--- config.mk ---
export PLATFORM = sky130hd
export DESIGN_NAME = coe_sram_writer_flat
export DESIGN_NICKNAME = d
export VERILOG_FILES = /design/src/rtl/coe_wr_pkg.sv /design/src/rtl/coe_sram_writer_if.sv /design/src/rtl/coe_encode.sv /design/src/rtl/coe_sram_writer.sv /design/src/flat_wrapper.sv
export SDC_FILE = /design/constraint.sdc
export NUM_CORES = 1
export LEC_CHECK = 0
export CAP_MARGIN = 20
export CORE_ASPECT_RATIO = 1.75
export CORE_MARGIN = 1.5
export CORE_UTILIZATION = 56
export CTS_CLUSTER_SIZE = 10
export DETAILED_ROUTE_END_ITERATION = 10
export PLACE_DENSITY = 0.95
export SYNTH_ARGS = -nofsm -noshare
export SYNTH_HDL_FRONTEND = slang
export SYNTH_HIERARCHICAL = 1
export SYNTH_SLANG_ARGS = --single-unit
export TNS_END_PERCENT = 30
--- constraint.sdc ---
create_clock -name i_clk_50m -period 7 [get_ports i_clk_50m]
set_input_delay 1.4 -clock i_clk_50m [delete_from_list [all_inputs] [get_ports i_clk_50m]]
set_output_delay 1.4 -clock i_clk_50m [all_outputs]
set_load 0.1 [all_outputs]
--- src/rtl/coe_wr_pkg.sv ---
// coe_wr_pkg
// Shared constants and FSM encoding for the coefficient SRAM writer.
// Table geometry: word address = SRAM_COE_BASE + (row << ROW_SHIFT) + col.
// Sign-magnitude format: positive words stay below 0xF000, negative words
// carry NEG_TAG in the top nibble and a saturated 12-bit magnitude below it.
// Optional macro COE_WR_VERIFY_EN adds the readback states RD_SETUP/RD_WAIT.
package coe_wr_pkg;

  localparam logic [17:0] SRAM_COE_BASE = 18'h10000;
  localparam int unsigned ROW_SHIFT     = 9;
  localparam int unsigned MAX_COLS      = 512;
  localparam logic [3:0]  NEG_TAG       = 4'hF;
  localparam logic [15:0] POS_SAT       = 16'hEFFF;
  localparam logic [11:0] NEG_MAG_SAT   = 12'hFFF;

  typedef enum logic [3:0] {
    ST_IDLE,
    ST_ACCEPT,
    ST_SETUP,
    ST_WRITE,
    ST_HOLD,
`ifdef COE_WR_VERIFY_EN
    ST_RD_SETUP,
    ST_RD_WAIT,
`endif
    ST_NEXT,
    ST_DONE
  } state_e;

endpackage

--- src/rtl/coe_sram_writer_if.sv ---
// coe_sram_writer_if
// Bundles the coefficient stream handshake and the SRAM bus of the writer.
//   i_coe_valid/i_coe_data/o_coe_ready : coefficient stream (valid/ready)
//   o_sram_addr/o_sram_wdata           : SRAM word address and write data
//   o_sram_wr_en/o_sram_rd_en          : SRAM write / read strobes
//   i_sram_rdata                       : SRAM read data (readback only)
// Modport master is the writer's view; slave is the host + SRAM side.
interface coe_sram_writer_if;

  logic        i_coe_valid;
  logic [15:0] i_coe_data;
  logic        o_coe_ready;
  logic [17:0] o_sram_addr;
  logic [15:0] o_sram_wdata;
  logic        o_sram_wr_en;
  logic        o_sram_rd_en;
  logic [15:0] i_sram_rdata;

  modport master (
    input  i_coe_valid, i_coe_data, i_sram_rdata,
    output o_coe_ready, o_sram_addr, o_sram_wdata, o_sram_wr_en, o_sram_rd_en
  );

  modport slave (
    output i_coe_valid, i_coe_data, i_sram_rdata,
    input  o_coe_ready, o_sram_addr, o_sram_wdata, o_sram_wr_en, o_sram_rd_en
  );

endinterface

--- src/rtl/coe_encode.sv ---
// coe_encode
// Combinational conversion of a signed two's-complement coefficient into the
// table's saturated sign-magnitude word.
//   coe_i     : signed 16-bit coefficient
//   enc_o     : encoded table word
//   is_zero_o : encoded word equals 0 (reader treats it as an invalid entry)
module coe_encode
  import coe_wr_pkg::*;
(
  input  logic [15:0] coe_i,
  output logic [15:0] enc_o,
  output logic        is_zero_o
);

  logic [16:0] negMag;

  always_comb begin
    // Negation done 17 bits wide so -32768 yields +32768 rather than wrapping.
    negMag = 17'd0 - {coe_i[15], coe_i};
    if (!coe_i[15]) begin
      enc_o = (coe_i > POS_SAT) ? POS_SAT : coe_i;
    end else if (negMag > {5'd0, NEG_MAG_SAT}) begin
      enc_o = {NEG_TAG, NEG_MAG_SAT};
    end else begin
      enc_o = {NEG_TAG, negMag[11:0]};
    end
    is_zero_o = (enc_o == 16'd0);
  end

endmodule

--- src/rtl/coe_sram_writer.sv ---
// coe_sram_writer
// One-shot loader of the range-calibration coefficient table into SRAM.
// Each accepted coefficient is encoded and written to
// SRAM_COE_BASE + (row << 9) + col, columns first, then rows.
// Ports:
//   i_clk_50m, i_rst          : clock, synchronous active-high reset
//   i_load_start              : one-cycle session start pulse
//   i_row_num, i_col_num      : table dimensions (cols clamped to 512)
//   bus (master)              : coefficient stream + SRAM bus
//   o_load_busy, o_load_done  : session in progress / end-of-session pulse
//   o_zero_cnt                : encoded zero words this session (saturating)
//   o_load_err                : sticky readback mismatch flag
// Macro COE_WR_VERIFY_EN enables readback-compare after every write; without
// it o_sram_rd_en and o_load_err are tied low.
module coe_sram_writer #(
  parameter logic [17:0] SRAM_COE_BASE = coe_wr_pkg::SRAM_COE_BASE,
  parameter int unsigned WR_PULSE      = 2,
  parameter int unsigned RD_LAT        = 2
) (
  input  logic               i_clk_50m,
  input  logic               i_rst,
  input  logic               i_load_start,
  input  logic [7:0]         i_row_num,
  input  logic [9:0]         i_col_num,
  coe_sram_writer_if.master  bus,
  output logic               o_load_busy,
  output logic               o_load_done,
  output logic [15:0]        o_zero_cnt,
  output logic               o_load_err
);

  import coe_wr_pkg::*;

  state_e      state_q, state_d;
  logic [7:0]  rows_q, rows_d, row_q, row_d;
  logic [9:0]  cols_q, cols_d, col_q, col_d;
  logic [3:0]  cnt_q, cnt_d;
  logic [17:0] addr_q, addr_d;
  logic [15:0] wdata_q, wdata_d;
  logic [15:0] zeroCnt_q, zeroCnt_d;
  logic        err_q, err_d;
  logic [15:0] encWord;
  logic        encZero;
  logic [17:0] wordAddr;
  logic        rdEn;

  coe_encode u_encode (
    .coe_i     (bus.i_coe_data),
    .enc_o     (encWord),
    .is_zero_o (encZero)
  );

  // 18-bit sum: the table address wraps rather than overflowing.
  assign wordAddr = SRAM_COE_BASE + (18'(row_q) << ROW_SHIFT) + 18'(col_q);

  always_ff @(posedge i_clk_50m) begin
    if (i_rst) begin
      state_q   <= ST_IDLE;
      rows_q    <= '0;
      cols_q    <= '0;
      row_q     <= '0;
      col_q     <= '0;
      cnt_q     <= '0;
      addr_q    <= '0;
      wdata_q   <= '0;
      zeroCnt_q <= '0;
      err_q     <= 1'b0;
    end else begin
      state_q   <= state_d;
      rows_q    <= rows_d;
      cols_q    <= cols_d;
      row_q     <= row_d;
      col_q     <= col_d;
      cnt_q     <= cnt_d;
      addr_q    <= addr_d;
      wdata_q   <= wdata_d;
      zeroCnt_q <= zeroCnt_d;
      err_q     <= err_d;
    end
  end

  always_comb begin
    state_d         = state_q;
    rows_d          = rows_q;
    cols_d          = cols_q;
    row_d           = row_q;
    col_d           = col_q;
    cnt_d           = cnt_q;
    addr_d          = addr_q;
    wdata_d         = wdata_q;
    zeroCnt_d       = zeroCnt_q;
    err_d           = err_q;
    bus.o_coe_ready = 1'b0;
    bus.o_sram_wr_en = 1'b0;
    rdEn            = 1'b0;
    o_load_done     = 1'b0;
    case (state_q)
      ST_IDLE: begin
        addr_d  = '0;
        wdata_d = '0;
        if (i_load_start) begin
          rows_d    = i_row_num;
          cols_d    = (i_col_num > 10'(MAX_COLS)) ? 10'(MAX_COLS) : i_col_num;
          row_d     = '0;
          col_d     = '0;
          cnt_d     = '0;
          zeroCnt_d = '0;
          err_d     = 1'b0;
          state_d   = (i_row_num == 8'd0 || i_col_num == 10'd0) ? ST_DONE : ST_ACCEPT;
        end
      end
      ST_ACCEPT: begin
        bus.o_coe_ready = 1'b1;
        if (bus.i_coe_valid) begin
          wdata_d = encWord;
          addr_d  = wordAddr;
          if (encZero && zeroCnt_q != 16'hFFFF) begin
            zeroCnt_d = zeroCnt_q + 16'd1;
          end
          cnt_d   = '0;
          state_d = ST_SETUP;
        end
      end
      ST_SETUP: state_d = ST_WRITE;
      ST_WRITE: begin
        bus.o_sram_wr_en = 1'b1;
        if (cnt_q == 4'(WR_PULSE - 1)) begin
          cnt_d   = '0;
          state_d = ST_HOLD;
        end else begin
          cnt_d = cnt_q + 4'd1;
        end
      end
`ifdef COE_WR_VERIFY_EN
      ST_HOLD:     state_d = ST_RD_SETUP;
      ST_RD_SETUP: state_d = ST_RD_WAIT;
      ST_RD_WAIT: begin
        rdEn = 1'b1;
        if (cnt_q == 4'(RD_LAT - 1)) begin
          cnt_d = '0;
          if (bus.i_sram_rdata != wdata_q) begin
            err_d = 1'b1;
          end
          state_d = ST_NEXT;
        end else begin
          cnt_d = cnt_q + 4'd1;
        end
      end
`else
      ST_HOLD: state_d = ST_NEXT;
`endif
      ST_NEXT: begin
        if (row_q == rows_q - 8'd1 && col_q == cols_q - 10'd1) begin
          state_d = ST_DONE;
        end else begin
          if (col_q == cols_q - 10'd1) begin
            col_d = '0;
            row_d = row_q + 8'd1;
          end else begin
            col_d = col_q + 10'd1;
          end
          state_d = ST_ACCEPT;
        end
      end
      ST_DONE: begin
        o_load_done = 1'b1;
        addr_d      = '0;
        wdata_d     = '0;
        state_d     = ST_IDLE;
      end
      default: state_d = ST_IDLE;
    endcase
  end

  assign bus.o_sram_addr  = addr_q;
  assign bus.o_sram_wdata = wdata_q;
  assign o_load_busy      = (state_q != ST_IDLE) && (state_q != ST_DONE);
  assign o_zero_cnt       = zeroCnt_q;

`ifdef COE_WR_VERIFY_EN
  assign bus.o_sram_rd_en = rdEn;
  assign o_load_err       = err_q;
`else
  // Readback hardware is absent in this build; these taps only sink the inputs.
  localparam int unsigned unusedRdLat = RD_LAT;
  logic unusedVerify;
  assign unusedVerify     = rdEn | err_q | (^bus.i_sram_rdata);
  assign bus.o_sram_rd_en = 1'b0;
  assign o_load_err       = 1'b0;
`endif

endmodule

--- src/flat_wrapper.sv ---
// flat-port wrapper written by rule: the top's interface ports become plain ports
module coe_sram_writer_flat import coe_wr_pkg::*;
#(
  parameter logic [17:0] SRAM_COE_BASE = coe_wr_pkg::SRAM_COE_BASE,
  parameter int unsigned WR_PULSE      = 2,
  parameter int unsigned RD_LAT        = 2
)
  (i_clk_50m, i_rst, i_load_start, i_row_num, i_col_num, o_load_busy, o_load_done, o_zero_cnt, o_load_err, bus_i_coe_valid, bus_i_coe_data, bus_i_sram_rdata, bus_o_coe_ready, bus_o_sram_addr, bus_o_sram_wdata, bus_o_sram_wr_en, bus_o_sram_rd_en);
  coe_sram_writer_if bus_i ();
  input  logic i_clk_50m;
  input  logic i_rst;
  input  logic i_load_start;
  input  logic [7:0] i_row_num;
  input  logic [9:0] i_col_num;
  output logic o_load_busy;
  output logic o_load_done;
  output logic [15:0] o_zero_cnt;
  output logic o_load_err;
  input wire logic [$bits(bus_i.i_coe_valid)-1:0] bus_i_coe_valid;
  input wire logic [$bits(bus_i.i_coe_data)-1:0] bus_i_coe_data;
  input wire logic [$bits(bus_i.i_sram_rdata)-1:0] bus_i_sram_rdata;
  output wire logic [$bits(bus_i.o_coe_ready)-1:0] bus_o_coe_ready;
  output wire logic [$bits(bus_i.o_sram_addr)-1:0] bus_o_sram_addr;
  output wire logic [$bits(bus_i.o_sram_wdata)-1:0] bus_o_sram_wdata;
  output wire logic [$bits(bus_i.o_sram_wr_en)-1:0] bus_o_sram_wr_en;
  output wire logic [$bits(bus_i.o_sram_rd_en)-1:0] bus_o_sram_rd_en;
  assign bus_i.i_coe_valid = bus_i_coe_valid;
  assign bus_i.i_coe_data = bus_i_coe_data;
  assign bus_i.i_sram_rdata = bus_i_sram_rdata;
  assign bus_o_coe_ready = bus_i.o_coe_ready;
  assign bus_o_sram_addr = bus_i.o_sram_addr;
  assign bus_o_sram_wdata = bus_i.o_sram_wdata;
  assign bus_o_sram_wr_en = bus_i.o_sram_wr_en;
  assign bus_o_sram_rd_en = bus_i.o_sram_rd_en;
  coe_sram_writer #(.SRAM_COE_BASE(SRAM_COE_BASE), .WR_PULSE(WR_PULSE), .RD_LAT(RD_LAT)) u_core (.i_clk_50m(i_clk_50m), .i_rst(i_rst), .i_load_start(i_load_start), .i_row_num(i_row_num), .i_col_num(i_col_num), .bus(bus_i), .o_load_busy(o_load_busy), .o_load_done(o_load_done), .o_zero_cnt(o_zero_cnt), .o_load_err(o_load_err));
endmodule
* Word level (Yosys, flattened, before mapping)
Index checks and enable logic that the tools add are counted.
** Storage, ports and cells
- Memory bits (read-only) :: 0
- Word-level logic and storage cells :: 92
- Bits in latches :: 0
- Input bits :: 54
- Memory bits (writable) :: 0
- Output and inout port bits :: 56
- Memories :: 0
- Bits in registers :: 94
** Operators by class
- Div/mod/pow operators :: 0
- $add $sub $neg :: 9
- Bitwise gates (word level) :: 0
- Eq/ne operators :: 17
- $lt $le $gt $ge :: 3
- Reductions and logical operators :: 21
- $mul :: 0
- Shift operators :: 0
- Mux-type cells :: 33
** Operators with widths (number)
- 2-to-1 mux 16 bit :: 6
- case mux 16 bit (2 select lines) :: 2
- 2-to-1 mux 10 bit :: 4
- case mux 18 bit (2 select lines) :: 1
- 2-to-1 mux 4 bit :: 6
- 2-to-1 mux 8 bit :: 3
- case mux 4 bit (6 select lines) :: 1
- case mux 10 bit (2 select lines) :: 1
- adder 17 x 17 -> 18 bit, first input constant :: 1
- adder 18 x 10 -> 18 bit :: 1
- 2-to-1 mux 18 bit :: 1
- greater-than comparator 17 x 12 -> 1 bit, second input constant :: 1
- subtractor 1 x 16 -> 17 bit, first input constant :: 1
- adder 16 x 1 -> 16 bit, second input constant :: 1
- greater-than comparator 16 bit, second input constant :: 1
- logical NOT 16 bit :: 1
- != test 16 bit, second input constant :: 1
- case mux 8 bit (2 select lines) :: 1
- == test 4 x 3 -> 1 bit, second input constant :: 3
- 2-to-1 mux 12 bit :: 1
- case mux 4 bit (3 select lines) :: 1
- adder 10 x 1 -> 10 bit, second input constant :: 1
- == test 10 bit :: 1
- greater-than comparator 10 bit, second input constant :: 1
- 24 further kinds :: 41

* Logic depth before layout (Yosys ltp)
- Depth in word-level cells :: 9
- Gate-level depth with buffers :: 15
- Gate-level depth less buffers :: 14

* Cells and area by module
The synthesis kept the hierarchy.
** By module, submodules not included
- coe_sram_writer :: area an instance 4809.6 µm², seq. area each 1861.8 µm², times used 1, cells each 575
- coe_encode :: area an instance 696.9 µm², seq. area each 0.0 µm², times used 1, cells each 108

* Worst setup path before layout
Ideal clock, no wire load.
- Path type :: input to register
- Start :: input bus_i_coe_data[0]
- End :: register u_core.zeroCnt_q[8], in the netlist u_core/o_zero_cnt[8]
- Setup time :: 0.067 ns
- Slack :: 2.428 ns
- Data arrival time :: 4.505 ns
- Required time :: 6.933 ns
- Stages :: 15
- Path buffers :: 1
- Cells stage by stage :: inv_1 -> ha_1 -> nor4b_1 -> nand2_1 -> o31ai_4 -> nor2_1 -> o31a_1 -> nor3_1 -> nand3_1 -> a21oi_1 -> o21a_1 -> clkbuf_1 -> nand4_1 -> xor2_1 -> nor2_1
** Between the ends
- Word-level cells in the longest chain between the ends :: 8
- Elaborated cells on any way between the ends :: 10
- Classes of those cells :: add/sub: 1; order compare: 2; eq/ne: 1; mux: 3; reduce/logical: 3
** RTL lines
- start: declaration :: RTL line flat_wrapper.sv:20 : input wire logic [$bits(bus_i.i_coe_data)-1:0] bus_i_coe_data;
- subtractor 1 x 16 -> 17 bit :: RTL line coe_encode.sv:19 : negMag = 17'd0 - {coe_i[15], coe_i};
- greater-than comparator 17 x 12 -> 1 bit :: RTL line coe_encode.sv:22 : end else if (negMag > {5'd0, NEG_MAG_SAT}) begin
- 2-to-1 mux 12 bit :: RTL line coe_encode.sv:22
- 2-to-1 mux 16 bit * :: RTL line coe_encode.sv:20 : if (!coe_i[15]) begin
- named net u_core.encWord[10] :: RTL line coe_sram_writer.sv:42 : logic [15:0] encWord;
- logical NOT 16 bit * :: RTL line coe_encode.sv:27 : is_zero_o = (enc_o == 16'd0);
- named net u_core.encZero :: RTL line coe_sram_writer.sv:43 : logic encZero;
- logical AND 1 bit * :: RTL line coe_sram_writer.sv:117 : if (encZero && zeroCnt_q != 16'hFFFF) begin
- != test 2 x 1 -> 1 bit (no source line) *
- AND reduction 4 bit (no source line) *
- end signal: assignment :: RTL line coe_sram_writer.sv:77 : zeroCnt_q <= zeroCnt_d;
- end: declaration :: RTL line coe_sram_writer.sv:40 : logic [15:0] zeroCnt_q, zeroCnt_d;
The timed path passes the listed nets; every way through them passes the cells marked *.
A chain may end at the register's enable or synchronous reset.

* Worst setup path in the final report
- Start :: input bus_i_coe_data[0]
- End :: register u_core.zeroCnt_q[13], in the netlist u_core/o_zero_cnt[13]
Same word-level chain as after synthesis.

==> results.cfg <==
[detailed_routing]
route.vias.total = 5506
dr.pass1.iters = 6
drc = 0
drt_wl_total_mm = 14.9
drtAntennaViolNets = 0
drtIter0Drc = 387
routed-wl-met2_mm = 7.89
route.top_layer_used = met4
wl_met3_um = 953
vias_per_cell = 6.34
m1WireLength_mm = 5.53
wl_per_cell_um = 17.2

[clocking]
clockBufferDepth = 2
cts_resized = 0
clock_sinks = 93
clock_latency_ns = 0.34
cts_hold_buf = 0
cts_max_level = 3
cts_buffers = 9
cts_tree = yes
cts-root-buf = clkbuf_16
path_clk_slew_ns = 0.07
post_cts_buffers = 0

[timing]
tightest_slew_ns = 1.02
drv_slew = 0
setup_tns_ns = 0
fin_ws_ns = 1.33
max_slew_margin_pct = 31.7
fin_crit_sh_pct = 81.0
post-route-min-period_ns = 5.67
hold_slack_ns = 0.488
finalSetupViolCount = 0
fmax_mhz = 176
skew_ns = 0.00519
rsz0062_at_grt = no
finalHoldViolCount = 0

[placement]
gp_congestion = 0.947
post-place-ws_ns = 1.04
port_buffers = 91
dp_hpwl_mm = 10.6

[floorplan]
placementRows = 47
start_util_pct = 57.8
dieArea_sq_mm = 0.0105
coreArea_sq_mm = 0.00953
die_x_um = 78.0
die-height_um = 134
io_pins = 110

[synth]
synthCells = 683
synth.avg_cell_area_sq_um = 8.06
synth_edf_count = 0
yosys_register_bits = 93
syn_area_sq_mm = 0.00551
async_reset_ff_share_pct = 0
ys_seq_area_share_pct = 33.8
ys_warn_count = 6
ys_types = 74
synthFlopType = dfxtp_1

[global_route]
grt_pass1_wl_mm = 24.0
grt_max_degree = 60
grt_util_all_layers_pct = 28.2
grt_pass1_vias = 5289
antenna_found_initial = 0
overflow = 0

[min_path]
min_from = u_core/cols_q[9]
worstHoldEndpoint = u_core/cols_q[9]
min_path_cells = 2
hold_class = reg -> reg

[setup_path]
cp_num_buf_inv = 2
critical_path_class = in -> reg
worstRegToRegCells = 9
reg2reg_from = u_core/cols_q[0]
cp.arrival_ns = 5.88
critPathLaunch = bus_i_coe_data[0]
path_cells = clkdlybuf4s50_1 -> inv_1 -> ha_1 -> nor4b_1 -> nand2_1 -> o31ai_4 -> o31ai_2 -> a21o_1 -> nor3_1 -> nand3_1 -> a21oi_1 -> o21a_1 -> nand4_1 -> xor2_1 -> nor2_1
startpoint_type = input pin
worstSetupEndpointType = flip-flop
cpLargestDelayFamily = simple AND/OR/NAND/NOR gates
reg2reg_slack_ns = 3.75
cpPeakStageDelay_ns = 0.70
crit_required_ns = 7.21
slowest_stage = nor4b_1
path_max_fanout = 16
r2r_end = u_core/state_q[2]

[cells_and_area]
syn_to_final_growth_pct = 21.9
nNetsFinal = 807
layout_common_cells = dfxtp_1 (93), nor2_1 (92), clkdlybuf4s50_1 (90)
fill_cells = 747
final_common_cell = dfxtp_1
drive_gt1_share_pct = 6.43
diodes = 0

[run]
cap_violations = 0

[power_and_ir_drop]
p_per_area_mw_per_mm2 = 263
report.power.total_w = 0.00177
p_leak_nw = 2.40
ir_drop_mv = 0.169

[outcome]
run_status = finished clean
==> layer usage <==
metal,global-route usage [%],up-vias
met5,0,-
met4,15.4,0
met3,4.49,59
met2,52.2,280
met1,29.8,2559
li1,-,2608
==> report_power, final <==
| part | total, W | internal (W) | switching (W) | leakage [nW] |
|---|---|---|---|---|
| Clock | 0.000553 | 0.000349 | 0.000204 | 0.163 |
| Combinational | 0.000603 | 0.000188 | 0.000415 | 1.48 |
| Sequential | 0.000610 | 0.000564 | 0.0000456 | 0.753 |
| Total | 0.00177 | 0.00110 | 0.000664 | 2.40 |
==> area by class of cell <==
cell class | count | area [sq um] | area share [%]
clock buffers | 10 | 229 | 3.41
clock inverters | 6 | 111 | 1.66
inverters | 15 | 56.3 | 0.839
multi-input cells | 528 | 3360 | 50.0
flip-flops and latches | 93 | 1860 | 27.7
well taps | 122 | 153 | 2.27
repair buffers | 95 | 943 | 14.1
==> flip-flops by register name, indices dropped and copies added (netlist names) <==
register and count:
u_core/bus.o_sram_addr 18, u_core/bus.o_sram_wdata 16, u_core/o_zero_cnt 16, u_core/col_q 10, u_core/cols_q 10, u_core/row_q 8, u_core/rows_q 8, u_core/cnt_q 4
u_core/state_q 3
==> worst min-delay path, delay by kind of cell, from the launching register on <==
kind             cells  cell delay [ns]
AND/OR/NAND/NOR      1             0.06
flip-flops           1             0.33
AO/OA/AOI/OAI        1             0.05
==> cells by family after synthesis <==
group	after synthesis	share of synthesized area, %
AO/OA/AOI/OAI	161	20.7
XOR/XNOR	48	7.88
adder cells (fa/ha/maj)	11	2.50
buffers and inverters	63	5.29
flip-flops	93	33.8
multiplexers	7	1.27
other	1	0.0681
AND/OR/NAND/NOR	299	28.4
==> synth_stat cells, types with 3 or more instances <==
library cell  instances  area, sq um
mux2i_1               7         70.1
a211oi_1              5         37.5
o31ai_1               7         52.6
nand2_1              60          225
o41ai_1               4         35.0
nand4_1              19          119
or4_1                 8         60.1
clkbuf_1             34          128
nor4_1               16          100
o31a_1                8         70.1
a21o_1                7         52.6
and4_1                4         35.0
nand3_1              27          135
a2111oi_0             4         35.0
xnor2_1              22          193
or2_2                 8         50.1
nor2_1               93          349
buf_6                 5         56.3
a22oi_1              30          225
nor4b_1               3         26.3
nand3b_1              3         22.5
o21ai_0              20          100
and3_1               11         68.8
a21oi_1              35          175
nor3_2                3         30.0
or3_1                 8         50.1
o21bai_1              4         30.0
a31oi_1               5         31.3
a22o_1                4         35.0
and2_1                4         25.0
ha_1                 11          138
nor3_1               13         65.1
buf_4                 3         22.5
inv_1                14         52.6
buf_2                 5         25.0
or4_4                 3         33.8
dfxtp_1              93         1860
xor2_1               25          219
o22a_1                5         43.8
==> how the worst max path moves through the flow <==
stage | cells after the start | slack (ns) | endpoint
after global placement | 15 | 1.22 | u_core/o_zero_cnt[9]
final | 15 | 1.33 | u_core/o_zero_cnt[13]
after global routing | 15 | 0.95 | u_core/o_zero_cnt[13]
after detailed placement | 15 | 1.04 | u_core/o_zero_cnt[13]
after CTS | 15 | 1.38 | u_core/o_zero_cnt[13]
after floorplan | 15 | 2.43 | u_core/o_zero_cnt[8]
==> per-stage QoR <==
step                utilization, %  std cells  instance area, sq um
floorplan                        -        684                  5510
global placement              66.7        852                  6360
detailed placement            66.7        852                  6360
CTS                           70.3        868                  6700
global route                  70.5        869                  6710
finish                        70.5        869                  6710
(Power assumes the default switching activity.)
